`src/rtl/bram_fifo_arbiter_pkg.sv`:
```
// Shared firmware constants for the BRAM-backed FIFO and the BRAM it drives,
// plus the writer-select type and the round-robin pick used by the arbiter.
//   FIFO_AW    : BRAM address width
//   FIFO_DW    : data width
//   FIFO_DEPTH : ring capacity in entries (2**FIFO_AW)
package bram_fifo_arbiter_pkg;

    localparam int FIFO_AW    = 11;
    localparam int FIFO_DW    = 8;
    localparam int FIFO_DEPTH = 2 ** FIFO_AW;

    typedef enum logic {
        WR0 = 1'b0,
        WR1 = 1'b1
    } writer_e;

    // A lone requester wins; on a tie the writer that did not win last time wins.
    function automatic writer_e rr_pick(input logic v0, input logic v1, input writer_e last);
        if (v0 && v1) begin
            return (last == WR1) ? WR0 : WR1;
        end
        return v0 ? WR0 : WR1;
    endfunction

endpackage

```
`src/rtl/bram_fifo_skid.sv`:
```
// Two-entry output buffer that sits behind the BRAM read port.
//   clk, reset     : clock, asynchronous active-low reset
//   clear          : synchronous discard of all entries (wins over load)
//   load/load_data : capture one word from the BRAM read data
//   pop            : head consumed by the reader (ignored when empty)
//   valid/data     : buffer non-empty / head entry
//   count          : entries held, 0..2
module bram_fifo_skid
    import bram_fifo_arbiter_pkg::*;
#(
    parameter int DW = FIFO_DW
) (
    input  logic          clk,
    input  logic          reset,
    input  logic          clear,
    input  logic          load,
    input  logic [DW-1:0] load_data,
    input  logic          pop,
    output logic          valid,
    output logic [DW-1:0] data,
    output logic [1:0]    count
);

    logic [DW-1:0] head;
    logic [DW-1:0] tail;
    logic          do_pop;

    assign do_pop = pop && (count != 2'd0);
    assign valid  = (count != 2'd0);
    assign data   = head;

    // The parent only issues a read when there will be room for it, so a load
    // into a full buffer without a pop never happens.
    // NOTE: sequential state uses non-blocking assignments so every register
    // samples the pre-edge values regardless of statement order.
    // NOTE: the two data entries are plain flops, not a RAM, so they are reset
    // with count; rd_data then reads 0 during reset instead of X.
    always_ff @(posedge clk or negedge reset) begin
        if (!reset) begin
            count <= 2'd0;
            head  <= '0;
            tail  <= '0;
        end else if (clear) begin
            count <= 2'd0;
        end else begin
            case ({load, do_pop})
                2'b10: begin
                    if (count == 2'd0) head <= load_data;
                    else               tail <= load_data;
                    count <= count + 2'd1;
                end
                2'b01: begin
                    head  <= tail;
                    count <= count - 2'd1;
                end
                2'b11: begin
                    if (count == 2'd1) begin
                        head <= load_data;
                    end else begin
                        head <= tail;
                        tail <= load_data;
                    end
                end
                default: ;
            endcase
        end
    end

endmodule

```
`src/rtl/bram_fifo_arbiter.sv`:
```
// Two-writer, one-reader FIFO whose storage is an external dual-port BRAM.
// Writers are round-robin arbitrated (one write per cycle); reads are
// prefetched into a 2-entry skid buffer so the reader sees one word per cycle.
//   clk, reset                     : clock, asynchronous active-low reset
//   flush                          : synchronous clear of pointers, level, buffer
//   wr0_valid/wr0_data/wr0_ready   : writer 0 stream
//   wr1_valid/wr1_data/wr1_ready   : writer 1 stream
//   rd_valid/rd_data/rd_ready      : reader stream
//   mem_we/mem_a/mem_di            : BRAM write port
//   mem_dpra/mem_dpo               : BRAM read address / registered read data
//   level                          : occupancy, 0..DEPTH
module bram_fifo_arbiter
    import bram_fifo_arbiter_pkg::*;
#(
    parameter int AW    = FIFO_AW,
    parameter int DW    = FIFO_DW,
    parameter int DEPTH = FIFO_DEPTH
) (
    input  logic          clk,
    input  logic          reset,
    input  logic          flush,
    input  logic          wr0_valid,
    input  logic [DW-1:0] wr0_data,
    output logic          wr0_ready,
    input  logic          wr1_valid,
    input  logic [DW-1:0] wr1_data,
    output logic          wr1_ready,
    output logic          rd_valid,
    output logic [DW-1:0] rd_data,
    input  logic          rd_ready,
    output logic          mem_we,
    output logic [AW-1:0] mem_a,
    output logic [DW-1:0] mem_di,
    output logic [AW-1:0] mem_dpra,
    input  logic [DW-1:0] mem_dpo,
    output logic [AW:0]   level
);

    localparam logic [AW:0] FULL_LEVEL = (AW+1)'(DEPTH);

    logic [AW:0]   wr_ptr;
    logic [AW:0]   fetch_ptr;
    logic [AW-1:0] dpra_q;
    logic          inflight;
    writer_e       last_grant;
    writer_e       pick;
    logic          grant;
    logic          fetch;
    logic          pop;
    logic [1:0]    skid_count;

    // Reset is folded into the grant so ready and mem_we drop the moment reset
    // falls instead of waiting for the next edge.
    // The fetch address goes straight to mem_dpra: the BRAM samples it on the
    // coming edge and the word lands in the skid one edge later, which gives
    // the two-edge write-to-read latency. When idle the last address is held.
    // NOTE: every signal assigned here gets a default first, so no path leaves
    // one unassigned and no latch is inferred.
    always_comb begin
        pick      = rr_pick(wr0_valid, wr1_valid, last_grant);
        grant     = reset && !flush && (level != FULL_LEVEL) && (wr0_valid || wr1_valid);
        wr0_ready = grant && (pick == WR0);
        wr1_ready = grant && (pick == WR1);
        mem_we    = grant;
        mem_a     = wr_ptr[AW-1:0];
        mem_di    = (pick == WR0) ? wr0_data : wr1_data;
        pop       = rd_valid && rd_ready;
        // Room check: words held + word in flight - word leaving now < 2.
        fetch     = !flush && (fetch_ptr != wr_ptr) &&
                    (({1'b0, skid_count} + {2'b00, inflight}) < (3'd2 + {2'b00, pop}));
        mem_dpra  = fetch ? fetch_ptr[AW-1:0] : dpra_q;
    end

    always_ff @(posedge clk or negedge reset) begin
        if (!reset) begin
            wr_ptr     <= '0;
            fetch_ptr  <= '0;
            level      <= '0;
            inflight   <= 1'b0;
            dpra_q     <= '0;
            last_grant <= WR1;
        end else if (flush) begin
            // The round-robin pointer and held read address survive a flush.
            wr_ptr    <= '0;
            fetch_ptr <= '0;
            level     <= '0;
            inflight  <= 1'b0;
        end else begin
            if (grant) begin
                wr_ptr     <= wr_ptr + 1'b1;
                last_grant <= pick;
            end
            if (fetch) begin
                fetch_ptr <= fetch_ptr + 1'b1;
                dpra_q    <= fetch_ptr[AW-1:0];
            end
            inflight <= fetch;
            level    <= level + {{AW{1'b0}}, grant} - {{AW{1'b0}}, pop};
        end
    end

    bram_fifo_skid #(
        .DW(DW)
    ) u_skid (
        .clk       (clk),
        .reset     (reset),
        .clear     (flush),
        .load      (inflight),
        .load_data (mem_dpo),
        .pop       (pop),
        .valid     (rd_valid),
        .data      (rd_data),
        .count     (skid_count)
    );

endmodule

```
`config.mk`:
```
export PLATFORM = sky130hd
export DESIGN_NAME = bram_fifo_arbiter
export DESIGN_NICKNAME = d
export VERILOG_FILES = /design/src/rtl/bram_fifo_arbiter_pkg.sv /design/src/rtl/bram_fifo_skid.sv /design/src/rtl/bram_fifo_arbiter.sv
export SDC_FILE = /design/constraint.sdc
export NUM_CORES = 1
export LEC_CHECK = 0
export CAP_MARGIN = 15
export CORE_UTILIZATION = 35
export DETAILED_ROUTE_END_ITERATION = 6
export GPL_ROUTABILITY_DRIVEN = 1
export PLACE_DENSITY = 0.67
export SYNTH_ARGS = -nofsm -noshare
export SYNTH_HDL_FRONTEND = slang
export SYNTH_SLANG_ARGS = --single-unit
```
`constraint.sdc`:
```
create_clock -name clk -period 5.3 [get_ports clk]
set_input_delay 1.06 -clock clk [delete_from_list [all_inputs] [get_ports clk]]
set_output_delay 1.06 -clock clk [all_outputs]
set_load 0.005 [all_outputs]
```
* Word-level counts from Yosys, hierarchy flattened *
Cells that the tools add are included.

operators by class
  magnitude comparators = 1
  eq/ne operators = 9
  reductions and logical operators = 22
  bitwise logic cells = 2
  mux-type cells = 21
  $add $sub $neg = 8

operators with widths
  cell                     number
  $mux W12                 5
  $mux W8                  5
  $add A12 B1 Y12 const B  2
  $pmux W8 S3              1
  $pmux W8 S2              1
  $add A12 B1 Y12          1
  $ne A12 B12 Y1           1
  $ne A12 B12 Y1 const B   1
  $sub A12 B1 Y12          1
  $mux W11                 1
  $logic_and A1 B1 Y1      10
  $reduce_bool A2 Y1       4
  $mux W1                  6
  $reduce_bool A3 Y1       2
  $eq A2 B1 Y1 const B     2
  $eq A2 B2 Y1 const B     2
  $ne A2 B2 Y1 const B     2
  $pmux W2 S2              1
  $reduce_and A4 Y1        1
  $add A2 B1 Y3            1
  $add A2 B1 Y3 const A    1
  $lt A3 B3 Y1             1
  $reduce_and A3 Y1        1
  $add A2 B1 Y2 const B    1
  other kinds (8)          9

word-level totals
  flip-flop bits (word level) = 67
  output and inout port bits = 54

* Depth between registers and ports, before layout *
  word-level depth = 7
  gate-level depth with buffers = 13
  mapped depth without buffers = 13

* Modules after synthesis *
A second synthesis with hierarchy kept.

unflattened totals
  cells, all modules = 393
  area total of the unflattened synthesis = 4175.3 µm²

modules (own cells, without submodules)
  module             seq. area each (µm²)  cells each  times used  area an instance (µm²)
  bram_fifo_arbiter  1227.4                317         1           3278.1
  bram_fifo_skid     450.4                 76          1           897.1

* Worst setup path before layout *
Ideal clock, no wire load.

  path type = input-to-output
  start point = input rd_ready
  end point = output mem_dpra[0]
  path buffers = 1
  required time = 4.240 ns
  path slack = 1.820 ns
  arrival = 2.420 ns
  stages = 5
  path through = or3b_1 a211o_1 a31oi_2 buf_4 mux2_1

between the ends
  longest elaborated chain between the ends = 5

ends and longest elaborated chain
  what                 RTL line                 source
  start: declaration   bram_fifo_arbiter.sv:30  input logic rd_ready,
  $logic_and A1 B1 Y1  bram_fifo_arbiter.sv:67  pop = rd_valid && rd_ready;
  $add A2 B1 Y3        bram_fifo_arbiter.sv:70  (({1'b0, skid_count} + {2'b00, inflight}) < (3'd2 + {2'b00, pop}));
  $lt A3 B3 Y1         bram_fifo_arbiter.sv:70
  $logic_and A1 B1 Y1  bram_fifo_arbiter.sv:69  fetch = !flush && (fetch_ptr != wr_ptr) &&
  $mux W11             -
  end: declaration     bram_fifo_arbiter.sv:34  output logic [AW-1:0] mem_dpra,

Every way passes these cells.

* Final worst setup path *
  start point = input rd_ready
  end point = output mem_dpra[2]

Same word-level chain as after synthesis.

==> impl_metrics.env <==
export IMPL_rows=38
export IMPL_rsz0062_at_grt="no"
export IMPL_cts_clk_slew_worst_paths_ps=60
export IMPL_worstSkewPairLatency_ps=330
export IMPL_start_kind="input port"
export IMPL_fin_cells=615
export IMPL_ant_nets=0
export IMPL_syn_avg_cell_area_um2=10.1
export IMPL_status="completed"
export IMPL_hold_buffers=0
export IMPL_synthArstFlopShare_pct=100
export IMPL_fmax_ghz=0.214
export IMPL_cts_tree="built"
export IMPL_clkPwrFrac_pct=25.1
export IMPL_core_um2=11000
export IMPL_skew_ps=7.78
export IMPL_wl_per_cell_um=14.4
export IMPL_grt_max_degree=68
export IMPL_syn_inst=398
export IMPL_grt_pass1_wl_mm=14.7
export IMPL_cts_root_buffer="clkbuf_16"
export IMPL_hp_class="reg -> reg"
export IMPL_period_share_pct=88.3
export IMPL_p_leak_nw=2.45
export IMPL_cp_slowest_stage_delay_ps=500
export IMPL_synth_top_area_share_pct=41.0
export IMPL_clockBufferDepth=2
export IMPL_p_seq_share_pct=29.8
export IMPL_ctsResizeCount=0
export IMPL_finalNetCount=524
export IMPL_yosysWarnings=0
export IMPL_final_area_um2=5220
export IMPL_sw_frac_of_total_pct=35.9
export IMPL_mostFrequentLayoutCells="clkdlybuf4s50_1, dfrtp_1, nor2_1, inv_1, a21oi_1"
export IMPL_p_sw_uw=883
export IMPL_finalSetupViolCount=0
export IMPL_irDropWorstVdd_mv=0.264
export IMPL_routed_via_density=4.96
export IMPL_final_common_cell="clkdlybuf4s50_1"
export IMPL_die_area_um2=11900
export IMPL_synthTopCellsByArea="dfrtp_1, ha_1, mux2_1"
export IMPL_grt_ovfl_total=0
export IMPL_place_area_um2=4900
export IMPL_cts_buffers=9
export IMPL_drc=0
export IMPL_nFillCells=1063
export IMPL_numPortBuffers=83
export IMPL_worstHoldStart="dpra_q[8]$_DFFE_PN0N_"
export IMPL_wl_mm=8.85
export IMPL_die_x_um=109
export IMPL_ys_ff_latch=67
export IMPL_place_gp_congestion=0.853
export IMPL_start_util_pct=36.5
export IMPL_hpwl_mm=6.27
export IMPL_cpMaxStageDelayCell="clkdlybuf4s50_1"
export IMPL_grt_pass1_vias=3009
export IMPL_power_density_nw_per_um2=472
export IMPL_h_tree_depth=3
export IMPL_fin_crit_ps=4680
export IMPL_yosys_area_top_type="dfrtp_1"
export IMPL_drive_gt1_share_pct=9.68
export IMPL_clock_sinks=67
export IMPL_dr_pass1_iters=4
export IMPL_syn_nets=452
export IMPL_rrSetupSlack_ps=1910
export IMPL_syn_area_um2=4030
export IMPL_diodes=0
export IMPL_required_ps=4240
export IMPL_dp_cells=598
export IMPL_postCtsSetupBuffers=0
export IMPL_seq_area_frac_synth_pct=41.6
export IMPL_rr_worst_depth=11
export IMPL_worst_pin_slew_ps=851
export IMPL_max_slew_margin_pct=43.3
export IMPL_finalMaxSlewViolations=0
export IMPL_rr_startpoint="level[9]$_DFF_PN0_"
export IMPL_grt_usage_pct=15.9
export IMPL_critPathMostFrequentCell="clkdlybuf4s50_1"
export IMPL_synth_distinct_cells=48
export IMPL_vias=3051
export IMPL_setup_tns_ps=0
export IMPL_drt_iter0_drc=111
export IMPL_crit_chain="clkdlybuf4s50_1 -> or3b_1 -> a211o_1 -> a31oi_2 -> buf_4 -> mux2_1 -> clkdlybuf4s50_1"
export IMPL_holdPathStages=1
export IMPL_boundaryPins=84
export IMPL_finalHoldViolCount=0
export IMPL_intPower_mw=1.58
export IMPL_antenna_found_initial=0
export IMPL_fp_dieH_um=109
export IMPL_crit_arrival_ps=3620
export IMPL_syn2layout_area_growth_pct=29.4
export IMPL_synth_main_ff_cell="dfrtp_1"
export IMPL_cap_violations=0
export IMPL_holdPathEnd="dpra_q[8]$_DFFE_PN0N_"
export IMPL_synth_edf_count=0
export IMPL_reg2reg_to="level[10]$_DFF_PN0_"
export IMPL_end_kind="output port"
export IMPL_crit_type="in -> out"
export IMPL_crit_path_max_fanout=30
export IMPL_power_frac_comb_pct=45.1
## critical path, delay by kind of cell
kind	cells	cell delay, ps
buf+inv	3	1320
compound gates	2	480
simple gates	1	380
mux	1	370
## worst max-delay path by stage
stage | start | end | cells after the start
global route | rd_ready | mem_dpra[8] | 7
CTS | rd_ready | mem_dpra[8] | 7
floorplan | rd_ready | mem_dpra[0] | 5
global placement | rd_ready | mem_dpra[4] | 7
finish | rd_ready | mem_dpra[2] | 7
detailed placement | rd_ready | mem_dpra[8] | 7
## state kept, by name (all words and copies together), names as in the netlist
register,cells
wr_ptr,12
dpra_q,11
last_grant,1
inflight,1
u_skid.data,8
level,12
u_skid.count,2
fetch_ptr,12
u_skid.tail,8
## layout make-up
type	count	area, um^2	area share [%]
Clock buffer	9	225	4.32
Clock inverter	7	81.3	1.56
Inverter	28	105	2.02
Multi-Input combinational cell	277	2090	40.2
Sequential cell	67	1680	32.2
Tap cell	140	175	3.36
Timing Repair Buffer	87	856	16.4
## power groups by stage
| stage | clock network, mW | logic [mW] | registers (mW) |
|---|---|---|---|
| final | 0.618 | 1.11 | 0.733 |
| after floorplan | 0 | 0.776 | 0.723 |
| after CTS | 0.638 | 1.12 | 0.736 |
| after detailed placement | 0 | 1.11 | 0.743 |
| after global placement | 0 | 1.09 | 0.739 |
| after global routing | 0.659 | 1.26 | 0.753 |
## through the flow
step                      worst slack [ps]  hold WS [ps]  util (%)  power (mW)
after CTS                              608           481      47.2        2.49
after detailed placement               636           467      44.4        1.85
after global routing                   453           499      47.3        2.67
after floorplan                       1820           450         -        1.50
final                                  622           477      47.3        2.46
after global placement                 710           463      44.4        1.83
## layer usage
metal	global-route usage [%]	share of wire, %
met5	0	0
met4	4.86	1.1
met3	4.09	3.6
met2	25.9	48
met1	20.8	47
## synthesized netlist by cell type, types with 9 or more instances
master	instances
xnor2_1	9
nand2_1	13
mux2_2	18
ha_1	23
nand2b_1	9
buf_4	14
mux2_1	23
nor2_1	44
nand4_1	13
clkbuf_1	10
inv_1	28
a21oi_1	24
mux2i_1	15
dfrtp_1	66
xor2_1	21
## cell families after synthesis
kind of cell    share of synthesized area (%)
simple gates                             14.4
flops                                    41.6
mux                                      15.2
buf+inv                                  6.37
compound gates                           8.23
xor+xnor                                 6.52
fa+ha+maj                                7.64
Note: power is estimated with default switching activity, not from simulation.
